### src/rtl/mem_arbiter.sv
`default_nettype none
// ============================================================================
//  Module      : mem_arbiter
//  Description : Shares one memory port between the instruction fetch unit
//                and the load/store unit. One transaction in flight; LSU has
//                fixed priority, bounded by a streak limiter so the IFU is
//                never starved.
//  Revision    : 1.0 - initial release
// ============================================================================
module mem_arbiter #(
  parameter int ADDR_W         = 64,
  parameter int DATA_W         = 64,
  parameter int MAX_LSU_STREAK = 4
) (
  input  logic                clk,
  input  logic                rst,
  // instruction fetch side
  input  logic                ifu_req_valid,
  output logic                ifu_req_ready,
  input  logic [ADDR_W-1:0]   ifu_addr,
  output logic                ifu_rsp_valid,
  output logic [DATA_W-1:0]   ifu_rdata,
  // load/store side
  input  logic                lsu_req_valid,
  output logic                lsu_req_ready,
  input  logic [ADDR_W-1:0]   lsu_addr,
  input  logic                lsu_wen,
  input  logic [DATA_W-1:0]   lsu_wdata,
  input  logic [DATA_W/8-1:0] lsu_wmask,
  output logic                lsu_rsp_valid,
  output logic [DATA_W-1:0]   lsu_rdata,
  // memory side
  output logic                mem_req_valid,
  input  logic                mem_req_ready,
  output logic [ADDR_W-1:0]   mem_addr,
  output logic                mem_wen,
  output logic [DATA_W-1:0]   mem_wdata,
  output logic [DATA_W/8-1:0] mem_wmask,
  input  logic                mem_rsp_valid,
  input  logic [DATA_W-1:0]   mem_rdata
);

  localparam int         c_MASK_W     = DATA_W / 8;
  localparam logic [3:0] c_STREAK_MAX = 4'(MAX_LSU_STREAK);

  typedef enum logic [1:0] {
    S_IDLE  = 2'd0,
    S_ISSUE = 2'd1,
    S_WAIT  = 2'd2,
    S_RESP  = 2'd3
  } state_t;

  state_t              r_state;
  state_t              w_state_nxt;
  logic                r_owner_lsu;
  logic [3:0]          r_streak;
  logic [ADDR_W-1:0]   r_addr;
  logic                r_wen;
  logic [DATA_W-1:0]   r_wdata;
  logic [c_MASK_W-1:0] r_wmask;
  logic [DATA_W-1:0]   r_rdata;
  logic                w_grant_lsu;
  logic                w_grant_ifu;
  logic                w_streak_full;

  assign w_streak_full = (r_streak == c_STREAK_MAX);

  // Arbitration in IDLE and next-state selection; grants are masked while
  // reset is high so no ready escapes during an asynchronous reset.
  always_comb begin
    w_state_nxt = r_state;
    w_grant_lsu = 1'b0;
    w_grant_ifu = 1'b0;
    case (r_state)
      S_IDLE: begin
        if (!rst) begin
          if (lsu_req_valid && !(ifu_req_valid && w_streak_full)) begin
            w_grant_lsu = 1'b1;
          end else if (ifu_req_valid) begin
            w_grant_ifu = 1'b1;
          end
        end
        if (w_grant_lsu || w_grant_ifu) begin
          w_state_nxt = S_ISSUE;
        end
      end
      S_ISSUE: if (mem_req_ready) w_state_nxt = S_WAIT;
      S_WAIT:  if (mem_rsp_valid) w_state_nxt = S_RESP;
      S_RESP:  w_state_nxt = S_IDLE;
      default: w_state_nxt = S_IDLE;
    endcase
  end

  // State register
  always_ff @(posedge clk or posedge rst) begin
    if (rst) begin
      r_state <= S_IDLE;
    end else begin
      r_state <= w_state_nxt;
    end
  end

  // Request latch, owner and LSU streak tracking on the accept edge
  always_ff @(posedge clk or posedge rst) begin
    if (rst) begin
      r_owner_lsu <= 1'b0;
      r_streak    <= 4'd0;
      r_addr      <= '0;
      r_wen       <= 1'b0;
      r_wdata     <= '0;
      r_wmask     <= '0;
    end else if (w_grant_lsu) begin
      r_owner_lsu <= 1'b1;
      r_addr      <= lsu_addr;
      r_wen       <= lsu_wen;
      r_wdata     <= lsu_wdata;
      r_wmask     <= lsu_wmask;
      if (ifu_req_valid && (r_streak < c_STREAK_MAX)) begin
        r_streak <= r_streak + 4'd1;
      end
    end else if (w_grant_ifu) begin
      r_owner_lsu <= 1'b0;
      r_streak    <= 4'd0;
      r_addr      <= ifu_addr;
      r_wen       <= 1'b0;
      r_wdata     <= '0;
      r_wmask     <= '0;
    end
  end

  // Response capture; only a response while waiting is meaningful
  always_ff @(posedge clk or posedge rst) begin
    if (rst) begin
      r_rdata <= '0;
    end else if ((r_state == S_WAIT) && mem_rsp_valid) begin
      r_rdata <= mem_rdata;
    end
  end

  assign ifu_req_ready = w_grant_ifu;
  assign lsu_req_ready = w_grant_lsu;
  assign mem_req_valid = (r_state == S_ISSUE);
  assign mem_addr      = r_addr;
  assign mem_wen       = r_wen;
  assign mem_wdata     = r_wdata;
  assign mem_wmask     = r_wmask;
  assign ifu_rsp_valid = (r_state == S_RESP) && !r_owner_lsu;
  assign lsu_rsp_valid = (r_state == S_RESP) &&  r_owner_lsu;
  assign ifu_rdata     = r_rdata;
  assign lsu_rdata     = r_rdata;

endmodule
`default_nettype wire

### config.mk
export PLATFORM = sky130hd
export DESIGN_NAME = mem_arbiter
export DESIGN_NICKNAME = d
export VERILOG_FILES = /design/src/rtl/mem_arbiter.sv
export SDC_FILE = /design/constraint.sdc
export NUM_CORES = 1
export LEC_CHECK = 0
export BUFFER_PORTS_ARGS = -buffer_cell sky130_fd_sc_hd__clkbuf_2
export CORE_AREA = 2 2 213 215
export DETAILED_ROUTE_END_ITERATION = 10
export DIE_AREA = 0 0 215 217
export HOLD_SLACK_MARGIN = 0.02
export SYNTH_ARGS = -nofsm -noshare
export SYNTH_HDL_FRONTEND = slang
export SYNTH_SLANG_ARGS = --single-unit
### constraint.sdc
create_clock -name clk -period 9.5 [get_ports clk]
set_input_delay 1.9 -clock clk [delete_from_list [all_inputs] [get_ports clk]]
set_output_delay 1.9 -clock clk [all_outputs]
set_load 0.005 [all_outputs]
==> metrics.txt, run 1 <==
worst ir drop on vdd 0.133 mV; most numerous cell on the critical path sky130_fd_sc_hd__clkbuf_2; vertical die dimension 217 um; remaining max-slew budget at the tightest pin 0.395; CTS clock-pin slew for the worst setup and hold paths 0.05 ns; Final Critical Period 5.26 ns; die area 46700 um^2; max-capacitance violation count 0; slowest cell on the critical path sky130_fd_sc_hd__and3_4; crit path cell chain clkbuf_2 -> nor2b_1 -> and3_4 -> clkbuf_2; residual overflow from global routing 0; slowest cell delay on critical path 0.77 ns; number of nets in the synthesized netlist 1031; count of cells resized by post-cts repair 0; aggregate routed wire length 29600 um; power per unit of standard cell area 314 nW/um^2; Total Nets Final 1495; # setup viols final 0; share of synthesized area occupied by flip-flops and latches 0.583; share of final-layout standard cells stronger than drive strength 1 0.530; leakage 7.18 nW; Avg WL per Cell 16.1 um; largest net degree at the start of global routing 106; kind of path behind the tightest hold check flip-flop to flip-flop; total number of yosys warnings 0; first-pass GRT wire length 43300 um; clock root buffer sky130_fd_sc_hd__clkbuf_16; number of vias in the routed layout 7517; Overall Global Routing Usage 0.119; total negative slack for setup checks 0 ns; placeable core region 44700 um^2; DRC marker count from the first detailed-route iteration 550; DR DRC count 0; top-area cell type share of the netlist area 0.583; area growth from synthesis to layout 41.6%; critical path class input port to output pin; Rows 78; startpoint of the tightest hold check path mem_wdata[47]; Post-Synthesis Cell Area 8930 um^2; antenna viol nets, final 0; initial standard-cell utilization of the core 0.200; cell types with the largest area share after synthesis sky130_fd_sc_hd__dfrtp_1 58%, sky130_fd_sc_hd__inv_1 8.4%, sky130_fd_sc_hd__mux2_2 8.2%; actual slew at the worst max-slew pin 0.908 ns; number of buffers created by CTS 24; source of the worst register-to-register timing path r_state[0]; setup repair after global routing missed its margin no; Final period util 0.553; detail-routed via count per cell 4.09; crit path from rst; type of element launching the critical path input port; Longest Clk Path Bufs 3; Mean Syn Cell Area 11.8 um^2; count of buffers added by post-CTS timing repair for setup 0; worst hold-check slack 0.496 ns; Peak Freq 0.190 GHz; Crit path required time 7.60 ns; HPWL reported at the end of detailed placement 22100 um; initial antenna violation count 4; Max Clock Skew 0.0146 ns; number of sinks driven by the clock tree 208; DR pass1 iterations 9; TritonCTS clock tree done; CTS H-Tree Depth 1; crit-path max FO 64; final weighted congestion of routability-driven global placement 0.803; vias in the first global route 7438; width of the chip 215 um; final design area excluding fillers 12600 um^2; CP delay by family, top simple AND/OR/NAND/NOR gates; count of pins on the block boundary 541; hold bufs inserted after CTS 0; flip-flop and latch count after synthesis 208; instance area at placement 11800 um^2; endpoint arrival time on the critical path 3.36 ns; Synth area leader sky130_fd_sc_hd__dfrtp_1; endpoint type of the worst setup path output pin; Final Slew Violations 0; status completed; number of different library cells in the post-synthesis netlist 28; number of hold violations in the final report 0; I/O Buffers 540; sum of buffers and inverters on the critical path 2; source-to-sink clock delay at the later pin of the worst-skew pair 0.53 ns; cells after synthesis 754
==> where the power goes <==
group	leakage [nW]	total, mW	switching [mW]	internal (mW)
logic	4.29	1.38	0.629	0.753
clock network	0.420	1.00	0.370	0.632
registers	2.47	1.58	0.294	1.29
==> state kept, by name, indices dropped and copies added (netlist names) <==
signal       cells
r_state          2
r_streak         4
mem_wen          1
mem_wdata       64
mem_addr        64
ifu_rdata       64
r_owner_lsu      1
mem_wmask        8
==> placed cells by master, fill, tap and decap left out, types with 2 or more instances in the layout <==
| master | Yosys | routed |
|---|---|---|
| sky130_fd_sc_hd__clkbuf_2 | 0 | 540 |
| sky130_fd_sc_hd__dfrtp_1 | 208 | 208 |
| sky130_fd_sc_hd__inv_1 | 199 | 198 |
| sky130_fd_sc_hd__a22o_1 | 73 | 73 |
| sky130_fd_sc_hd__mux2_2 | 65 | 65 |
| sky130_fd_sc_hd__a222oi_1 | 64 | 64 |
| sky130_fd_sc_hd__clkbuf_16 | 0 | 24 |
| sky130_fd_sc_hd__buf_4 | 64 | 7 |
| sky130_fd_sc_hd__ha_1 | 6 | 6 |
| sky130_fd_sc_hd__clkbuf_1 | 15 | 5 |
| sky130_fd_sc_hd__bufinv_16 | 0 | 5 |
| sky130_fd_sc_hd__nor2b_1 | 4 | 4 |
| sky130_fd_sc_hd__nand2_1 | 5 | 4 |
| sky130_fd_sc_hd__clkbuf_8 | 0 | 4 |
| sky130_fd_sc_hd__clkinv_2 | 0 | 3 |
| sky130_fd_sc_hd__diode_2 | 0 | 2 |
| sky130_fd_sc_hd__nand3b_1 | 2 | 2 |
| sky130_fd_sc_hd__and3b_1 | 2 | 2 |
| sky130_fd_sc_hd__nor2_1 | 2 | 2 |
| sky130_fd_sc_hd__nand4_1 | 2 | 2 |
| sky130_fd_sc_hd__o211ai_1 | 2 | 2 |
==> final cells by class <==
cell class / instances / area, um^2
clock inverter: 10 / 189
antenna: 2 / 5.00
multi-input combinational: 238 / 2300
fill: 4704 / 32100
timing repair buffer: 547 / 2760
tap: 600 / 751
inverter: 199 / 754
clock buffer: 33 / 674
sequential: 208 / 5200
==> per-layer routing <==
layer	global-route usage	up-vias	wire (um)
li1	-	3426	-
met2	0.205	390	14800
met5	0	-	8
met3	0.0317	47	2480
met1	0.142	3652	11600
met4	0.0448	2	776
==> synthesized netlist by cell type, drive strengths merged <==
| cell | n |
|---|---|
| o21bai | 1 |
| a221oi | 1 |
| nand4b | 1 |
| nand3b | 2 |
| nor2 | 2 |
| ha | 6 |
| o21ai | 1 |
| o211ai | 2 |
| o32a | 1 |
| and3b | 2 |
| buf | 94 |
| mux2 | 65 |
| clkbuf | 15 |
| a21o | 1 |
| a222oi | 64 |
| and2 | 1 |
| a21oi | 2 |
| nand2 | 5 |
| nor2b | 4 |
| inv | 199 |
| nand4 | 2 |
| a22o | 73 |
| a31oi | 1 |
| dfrtp | 208 |
| and3 | 1 |
==> per-stage QoR <==
stage / std cells / setup WS (ns) / utilization / total power, mW
after floorplan: 754 / 1.92 / - / 2.36
after global placement: 1792 / 4.20 / 0.263 / 2.95
after detailed placement: 1792 / 4.18 / 0.263 / 2.99
after CTS: 1835 / 4.20 / 0.283 / 4.02
after global routing: 1837 / 4.13 / 0.283 / 4.21
final: 1837 / 4.24 / 0.283 / 3.96
==> kinds of logic after synthesis <==
| group | count (synthesis) | synth area share |
|---|---|---|
| AND/OR/NAND/NOR | 20 | 0.0132 |
| buffers and inverters | 308 | 0.162 |
| adder cells (fa/ha/maj) | 6 | 0.00841 |
| AO/OA/AOI/OAI | 147 | 0.151 |
| flip-flops | 208 | 0.583 |
| multiplexers | 65 | 0.0820 |
==> final timing paths <==
kind,endpoint,slack [ns],depth (start not counted)
worst min-delay path,mem_wdata[47],0.50,1
max in group asynchronous,mem_addr[48],6.65,3
worst max-delay path,lsu_req_ready,4.24,4
worst min register to register,mem_wdata[47],0.50,1
min in group asynchronous,ifu_rdata[38],1.57,2
worst max register to register,mem_addr[35],6.33,6
==> worst reg2reg max path, cell delays in order (launching register included) <==
cell and delay (ns):
sky130_fd_sc_hd__dfrtp_1 0.41, sky130_fd_sc_hd__inv_1 0.10, sky130_fd_sc_hd__ha_1 0.26, sky130_fd_sc_hd__nor2b_1 0.33, sky130_fd_sc_hd__and3_4 0.77, sky130_fd_sc_hd__buf_4 0.75, sky130_fd_sc_hd__a222oi_1 0.37
Power figures use the tool's default switching activity.
==> inputs of run 2 (changes only) <==
--- a/config.mk
+++ b/config.mk
@@ -5,10 +5,11 @@
 export SDC_FILE = /design/constraint.sdc
 export NUM_CORES = 1
 export LEC_CHECK = 0
+export ABC_AREA = 1
 export BUFFER_PORTS_ARGS = -buffer_cell sky130_fd_sc_hd__clkbuf_2
-export CORE_AREA = 2 2 213 215
+export CORE_AREA = 2 2 210 212
 export DETAILED_ROUTE_END_ITERATION = 10
-export DIE_AREA = 0 0 215 217
+export DIE_AREA = 0 0 212 214
 export HOLD_SLACK_MARGIN = 0.02
 export SYNTH_ARGS = -nofsm -noshare
 export SYNTH_HDL_FRONTEND = slang
==> constraint.sdc (replaced) <==
create_clock -name clk -period 4.56 [get_ports clk]
set_input_delay 0.912 -clock clk [delete_from_list [all_inputs] [get_ports clk]]
set_output_delay 0.912 -clock clk [all_outputs]
set_load 0.005 [all_outputs]
==> metrics.txt, run 2 <==
hold bufs inserted after CTS 0 (unchanged); count of flip-flops with a built-in enable after synthesis 0 (unchanged); total number of yosys warnings 0 (unchanged); antenna viol nets, final 0 (unchanged); most frequent cell after synthesis sky130_fd_sc_hd__nand2_1; sequential cell fraction of total power 0.397 (-0.002); crit-path max FO 55 (-14%); final weighted congestion of routability-driven global placement 0.836 (+4.1%); aggregate routed wire length 34700 um (+17%); most used cells in the layout excluding fill and tap cells 540 x sky130_fd_sc_hd__clkbuf_2, 364 x sky130_fd_sc_hd__nand2_1, 208 x sky130_fd_sc_hd__dfrtp_1; routing layer with the top usage in global route met2; min setup slack post-route 1.39 ns (-2.85 ns); share of synthesized area occupied by flip-flops and latches 0.535 (-0.0479); Synth area leader sky130_fd_sc_hd__dfrtp_1; vertical die dimension 214 um (-1.4%); number of nets in the synthesized netlist 1359 (+32%); Crit path required time 3.65 ns (-3.95 ns); worst reg2reg path endpoint mem_wdata[57]; grt met1 use 0.163 (+0.0212); vias in the first global route 8717 (+17%); Comb power frac 0.378 (+0.029); number of buffers created by CTS 25 (+4.2%); status completed; worst ir drop on vdd 0.233 mV (+75%); Longest Clk Path Bufs 3 (unchanged); internal reg-to-reg setup slack 1.95 ns (-4.38 ns); source of the worst register-to-register timing path r_state[1]; initial standard-cell utilization of the core 0.227 (+0.0270); share of final-layout standard cells stronger than drive strength 1 0.429 (-0.102); first-pass GRT wire length 51000 um (+18%); slowest cell on the critical path sky130_fd_sc_hd__buf_4; count of buffers added by post-CTS timing repair for setup 0 (unchanged); crit path cell chain inv_1 -> ha_2 -> buf_4 -> nand4_4 -> inv_2 -> clkbuf_2; number of vias in the routed layout 8709 (+16%); Final period util 0.695; slowest cell delay on critical path 0.51 ns (-0.26 ns); endpoint arrival time on the critical path 2.26 ns (-1.10 ns); setup repair after global routing missed its margin no; total negative slack for setup checks 0 ns (unchanged); DR DRC count 0 (unchanged); width of the chip 212 um (-1.4%); leakage 7.65 nW (+6.5%); area growth from synthesis to layout 35.2%; fraction of registers with async set/reset 1.00 (unchanged); I/O Buffers 540 (unchanged); CTS clock-pin slew for the worst setup and hold paths 0.06 ns (about the same); Max Clock Skew 0.0160 ns (+0.00144 ns); actual slew at the worst max-slew pin 0.963 ns (+0.0553 ns); remaining max-slew budget at the tightest pin 0.358 (-0.0369); fraction of the core area covered by cells at the end of the flow 0.307 (+0.0238); switching fraction of total power 0.363 (+0.0372); # setup viols final 0 (unchanged); Mean Syn Cell Area 8.99 um^2 (-24%); flip-flop and latch count after synthesis 208 (unchanged); cell types with the largest area share after synthesis sky130_fd_sc_hd__dfrtp_1 54%, sky130_fd_sc_hd__nand2_1 14%, sky130_fd_sc_hd__mux2_2 7.4%; placeable core region 42900 um^2 (-4.1%); max-capacitance violation count 0 (unchanged); number of sinks driven by the clock tree 208 (unchanged); Reg2Reg Depth 8 (+2); top-area cell type share of the netlist area 0.535 (-0.0479); power spent charging and discharging nets 3.06 mW (+140%); Final Slew Violations 0 (unchanged); HPWL reported at the end of detailed placement 26900 um (+22%); kind of path behind the tightest hold check input port to asynchronous set/reset pin; Total Nets Final 1814 (+21%); list of most frequent post-synthesis cells 365 x sky130_fd_sc_hd__nand2_1, 208 x sky130_fd_sc_hd__dfrtp_1, 128 x sky130_fd_sc_hd__inv_1, 77 x sky130_fd_sc_hd__buf_4, 64 x sky130_fd_sc_hd__mux2_2; critical path class flip-flop to output pin; DRC marker count from the first detailed-route iteration 440 (-20%); Avg WL per Cell 16.3 um (+0.93%); most frequently used flop master after synthesis sky130_fd_sc_hd__dfrtp_1; power per unit of standard cell area 640 nW/um^2 (+100%); cells after synthesis 1082 (+44%); endpoint type of the worst setup path output pin; number of different library cells in the post-synthesis netlist 24 (-14%); type of element launching the critical path flip-flop; clock root buffer sky130_fd_sc_hd__clkbuf_16; CTS H-Tree Depth 1 (unchanged); source-to-sink clock delay at the later pin of the worst-skew pair 0.53 ns (about the same); most common cell after layout, fill and taps aside sky130_fd_sc_hd__clkbuf_2; DR pass1 iterations 5 (-4); die area 45400 um^2 (-2.8%); initial antenna violation count 4 (unchanged); Peak Freq 0.316 GHz; residual overflow from global routing 0 (unchanged); met3 Track Usage GR 0.0331 (+0.00141); Final Critical Period 3.17 ns; largest net degree at the start of global routing 123 (+16%); global-route track usage on met2 0.274 (+0.0688); pre-CTS setup slack 1.53 ns (-2.66 ns); clock group share of total power 0.225 (-0.028); cell-internal power 5.36 mW (+100%); detail-routed via count per cell 4.08 (-0.31%); Post-Synthesis Cell Area 9720 um^2 (+8.9%); count of cells resized by post-cts repair 0 (unchanged); Rows 76 (-2.6%); number of hold violations in the final report 0 (unchanged); Overall Global Routing Usage 0.147 (+0.0283); TritonCTS clock tree done; count of pins on the block boundary 541 (unchanged)
-- run 2: logic make-up (layout without fill, tap and decap cells) --
kind of cell | Yosys count | after routing | share of synthesized area
compound gates | 32 | 32 | 0.0174
fa+ha+maj | 6 | 6 | 0.00772
buf+inv | 253 | 720 | 0.140
flops | 208 | 208 | 0.535
mux | 64 | 64 | 0.0741
other cells | 0 | 1 | 0
simple gates | 519 | 519 | 0.226
-- run 2: metrics by stage --
step,std cells,hold WS [ns],power [mW],instance area (um^2)
floorplan,1082,0.436,5.16,9730
global placement,2095,0.456,6.55,12400
detailed placement,2095,0.466,6.62,12400
CTS,2134,0.423,8.57,13100
global route,2135,0.448,9.06,13100
finish,2135,0.424,8.41,13100
-- run 2: power by group through the flow --
stage | registers [mW] | logic [mW] | clock network, mW
floorplan | 3.30 | 1.86 | 0
global placement | 3.33 | 3.23 | 0
detailed placement | 3.35 | 3.27 | 0
CTS | 3.34 | 3.27 | 1.96
global route | 3.44 | 3.59 | 2.02
finish | 3.34 | 3.18 | 1.89
-- run 2: worst max-delay path by stage --
stage / from / to / slack [ns]
3_3_place_gp: ifu_req_valid / ifu_req_ready / 1.52
6_report: r_state[1] / lsu_req_ready / 1.39
3_5_place_dp: ifu_req_valid / ifu_req_ready / 1.53
2_1_floorplan: rst / mem_addr[0] / 1.35
4_1_cts: r_state[1] / lsu_req_ready / 1.38
5_1_grt: r_state[0] / lsu_req_ready / 1.25
-- run 2: routing by layer --
metal	wire (um)	vias up	part of all wire
li1	-	4197	-
met1	13200	4068	0.38
met2	17900	383	0.52
met3	2610	59	0.075
met4	968	2	0.028
met5	12	-	0.00035
-- run 2: worst max-delay path: cells and delay by family (launching register included) --
family | cells | cell delay, ns
buf+inv | 4 | 0.90
fa+ha+maj | 1 | 0.21
flops | 1 | 0.40
simple gates | 1 | 0.22
-- run 2: cell type report --
cell class | instances | area [um^2]
fill | 4604 | 29700
tap | 585 | 732
timing repair buffer | 550 | 2790
clock inverter | 3 | 65.1
antenna | 1 | 2.50
multi-input combinational | 621 | 3180
inverter | 131 | 499
sequential | 208 | 5200
clock buffer | 36 | 677
==> inputs of run 3 (changes only) <==
--- a/config.mk
+++ b/config.mk
@@ -7,9 +7,9 @@
 export LEC_CHECK = 0
 export ABC_AREA = 1
 export BUFFER_PORTS_ARGS = -buffer_cell sky130_fd_sc_hd__clkbuf_2
-export CORE_AREA = 2 2 210 212
+export CORE_AREA = 2 2 213 215
 export DETAILED_ROUTE_END_ITERATION = 10
-export DIE_AREA = 0 0 212 214
+export DIE_AREA = 0 0 215 217
 export HOLD_SLACK_MARGIN = 0.02
 export SYNTH_ARGS = -nofsm -noshare
 export SYNTH_HDL_FRONTEND = slang
==> constraint.sdc (replaced) <==
create_clock -name clk -period 3.1 [get_ports clk]
set_input_delay 0.62 -clock clk [delete_from_list [all_inputs] [get_ports clk]]
set_output_delay 0.62 -clock clk [all_outputs]
set_load 0.005 [all_outputs]
==> metrics.txt, run 3 (same netlist as run 2, synthesis figures left out) <==
number of filler instances in the final layout 4816 (+4.6%); Crit path required time 2.48 ns (-1.17 ns); initial standard-cell utilization of the core 0.218 (-0.00919); number of vias in the routed layout 8819 (+1.3%); worst ir drop on vdd 0.453 mV (+95%); power spent charging and discharging nets 4.54 mW (+49%); placeable core region 44700 um^2 (+4.2%); count of cells resized by post-cts repair 0 (unchanged); routing layer with the top usage in global route met2; total negative slack for setup checks 0 ns (unchanged); leakage 7.75 nW (+1.3%); vertical die dimension 217 um (+1.4%); width of the chip 215 um (+1.4%); number of hold violations in the final report 0 (unchanged); HPWL reported at the end of detailed placement 25500 um (-5.4%); largest net degree at the start of global routing 129 (+4.9%); most numerous cell on the critical path sky130_fd_sc_hd__clkbuf_2; clock root buffer sky130_fd_sc_hd__clkbuf_16; Peak Freq 0.358 GHz; critical path class input port to output pin; DR pass1 iterations 4 (-1); I/O Buffers 540 (unchanged); most used cells in the layout excluding fill and tap cells 540 x sky130_fd_sc_hd__clkbuf_2, 364 x sky130_fd_sc_hd__nand2_1, 208 x sky130_fd_sc_hd__dfrtp_1; Max Clock Skew 0.0127 ns (-0.00337 ns); DRC marker count from the first detailed-route iteration 396 (-10%); aggregate routed wire length 33500 um (-3.6%); met3 Track Usage GR 0.0323 (-0.000848); antenna viol nets, final 0 (unchanged); number of sinks driven by the clock tree 208 (unchanged); crit path cell chain dlygate4sd3_1 -> clkbuf_2 -> inv_8 -> nand4_4 -> inv_2 -> clkbuf_2; power per unit of standard cell area 943 nW/um^2 (+47%); clock group share of total power 0.238 (+0.013); share of final-layout standard cells stronger than drive strength 1 0.436 (+0.00723); first-pass GRT wire length 50100 um (-1.9%); total power of the final layout 12.6 mW (+50%); detail-routed via count per cell 4.07 (-0.19%); total area of multi-input combinational cells 3180 um^2 (unchanged); CP delay by family, top buffers and inverters; crit-path max FO 22 (-60%); number of buffers created by CTS 25 (unchanged); sequential cell fraction of total power 0.389 (-0.008); CTS H-Tree Depth 1 (unchanged); # setup viols final 0 (unchanged); slowest cell on the critical path sky130_fd_sc_hd__dlygate4sd3_1; sum of buffers and inverters on the critical path 5 (+1); cell-internal power 8.06 mW (+50%); global-route track usage on met2 0.228 (-0.0454); Longest Clk Path Bufs 3 (unchanged); switching fraction of total power 0.360 (-0.00289); TritonCTS clock tree done; setup repair after global routing missed its margin no; die area 46700 um^2 (+2.8%); Total Nets Final 1818 (+0.22%); endpoint type of the worst setup path output pin; vias in the first global route 8757 (+0.46%); count of pins on the block boundary 541 (unchanged); residual overflow from global routing 0 (unchanged); CTS clock-pin slew for the worst setup and hold paths 0.06 ns (about the same); area taken by flip-flops and latches 5200 um^2 (unchanged); area growth from synthesis to layout 37.5%; grt met1 use 0.166 (+0.00350); max-capacitance violation count 0 (unchanged); type of element launching the critical path input port; actual slew at the worst max-slew pin 0.860 ns (-0.103 ns); kind of path behind the tightest hold check input port to flip-flop; Overall Global Routing Usage 0.137 (-0.00962); Final Slew Violations 0 (unchanged); endpoint arrival time on the critical path 2.17 ns (-0.09 ns); Rows 78 (+2.6%); Avg WL per Cell 15.5 um (-5.0%); Final period util 0.901; initial antenna violation count 10 (+6); source-to-sink clock delay at the later pin of the worst-skew pair 0.54 ns (about the same); slowest cell delay on critical path 0.54 ns (+0.03 ns); final weighted congestion of routability-driven global placement 0.861 (+3.0%); Final Critical Period 2.79 ns; status completed; Comb power frac 0.373 (-0.005); remaining max-slew budget at the tightest pin 0.427 (+0.0686); most common cell after layout, fill and taps aside sky130_fd_sc_hd__clkbuf_2; DR DRC count 0 (unchanged)
==> run 3: cell types whose count changed in the layout (fill, tap and decap cells not counted), sizes merged, moves of 2 or more <==
cell / previous run / this run
clkinv: 1 / 8
diode: 1 / 6
clkbuf: 576 / 572
buf: 10 / 13
clkinvlp: 0 / 2
==> run 3: power groups by stage <==
stage	Combinational, mW	Sequential, mW	Clock [mW]
floorplan	2.73	4.86	0
global placement	4.73	4.88	0
detailed placement	4.78	4.93	0
CTS	4.79	4.90	3.11
global route	5.21	5.07	3.22
finish	4.70	4.90	3.00
==> run 3: cell type report <==
class                   count  area share
multi-input cells         621       0.238
flip-flops and latches    208       0.389
diodes                      6     0.00112
well taps                 600      0.0562
clock buffers              32      0.0510
clock inverters            14      0.0115
repair buffers            554       0.216
inverters                 131      0.0373
==> run 3: per-layer routing <==
metal,vias to the layer above,part of all wire
met5,-,0.0013
met4,6,0.038
met3,69,0.075
met2,402,0.48
met1,4122,0.40
li1,4220,-
==> run 3: path summary, 6_finish.rpt <==
kind,from,endpoint,slack (ns),depth (start not counted)
setup / recovery,rst,lsu_req_ready,0.31,6
hold / removal,lsu_wdata[51],mem_wdata[51],0.27,3
setup reg to reg,r_state[0],mem_addr[7],1.10,7
hold reg to reg,mem_wdata[43],mem_wdata[43],0.47,2
max in group asynchronous,rst,mem_addr[23],0.86,5
min in group asynchronous,rst,r_streak[0],0.56,3
==> run 3: per-stage QoR <==
stage	hold slack, ns	cells	worst slack (ns)	cell area [um^2]	util
CTS	0.238	2160	0.298	13400	0.299
finish	0.274	2166	0.308	13400	0.299
global placement	0.450	2113	0.899	12500	0.280
global route	0.254	2165	0.207	13400	0.299
floorplan	0.436	1082	0.178	9730	-
detailed placement	0.465	2113	0.831	12500	0.280
==> run 3: timing repair <==
| action | CTS | global route |
|---|---|---|
| hold buffers | 1 | 0 |
| hold endpoints to repair | 3 | 0 |
| setup buffers | 0 | 0 |
==> run 3: worst register-to-register path: cells and delay by family, from the launching register on <==
family                     cells  cell delay, ns
buffers and inverters          3            0.95
AOI/OAI and AO/OA              1            0.13
and+or+nand+nor                2            0.17
adders and majority gates      1            0.30
DFF                            1            0.40
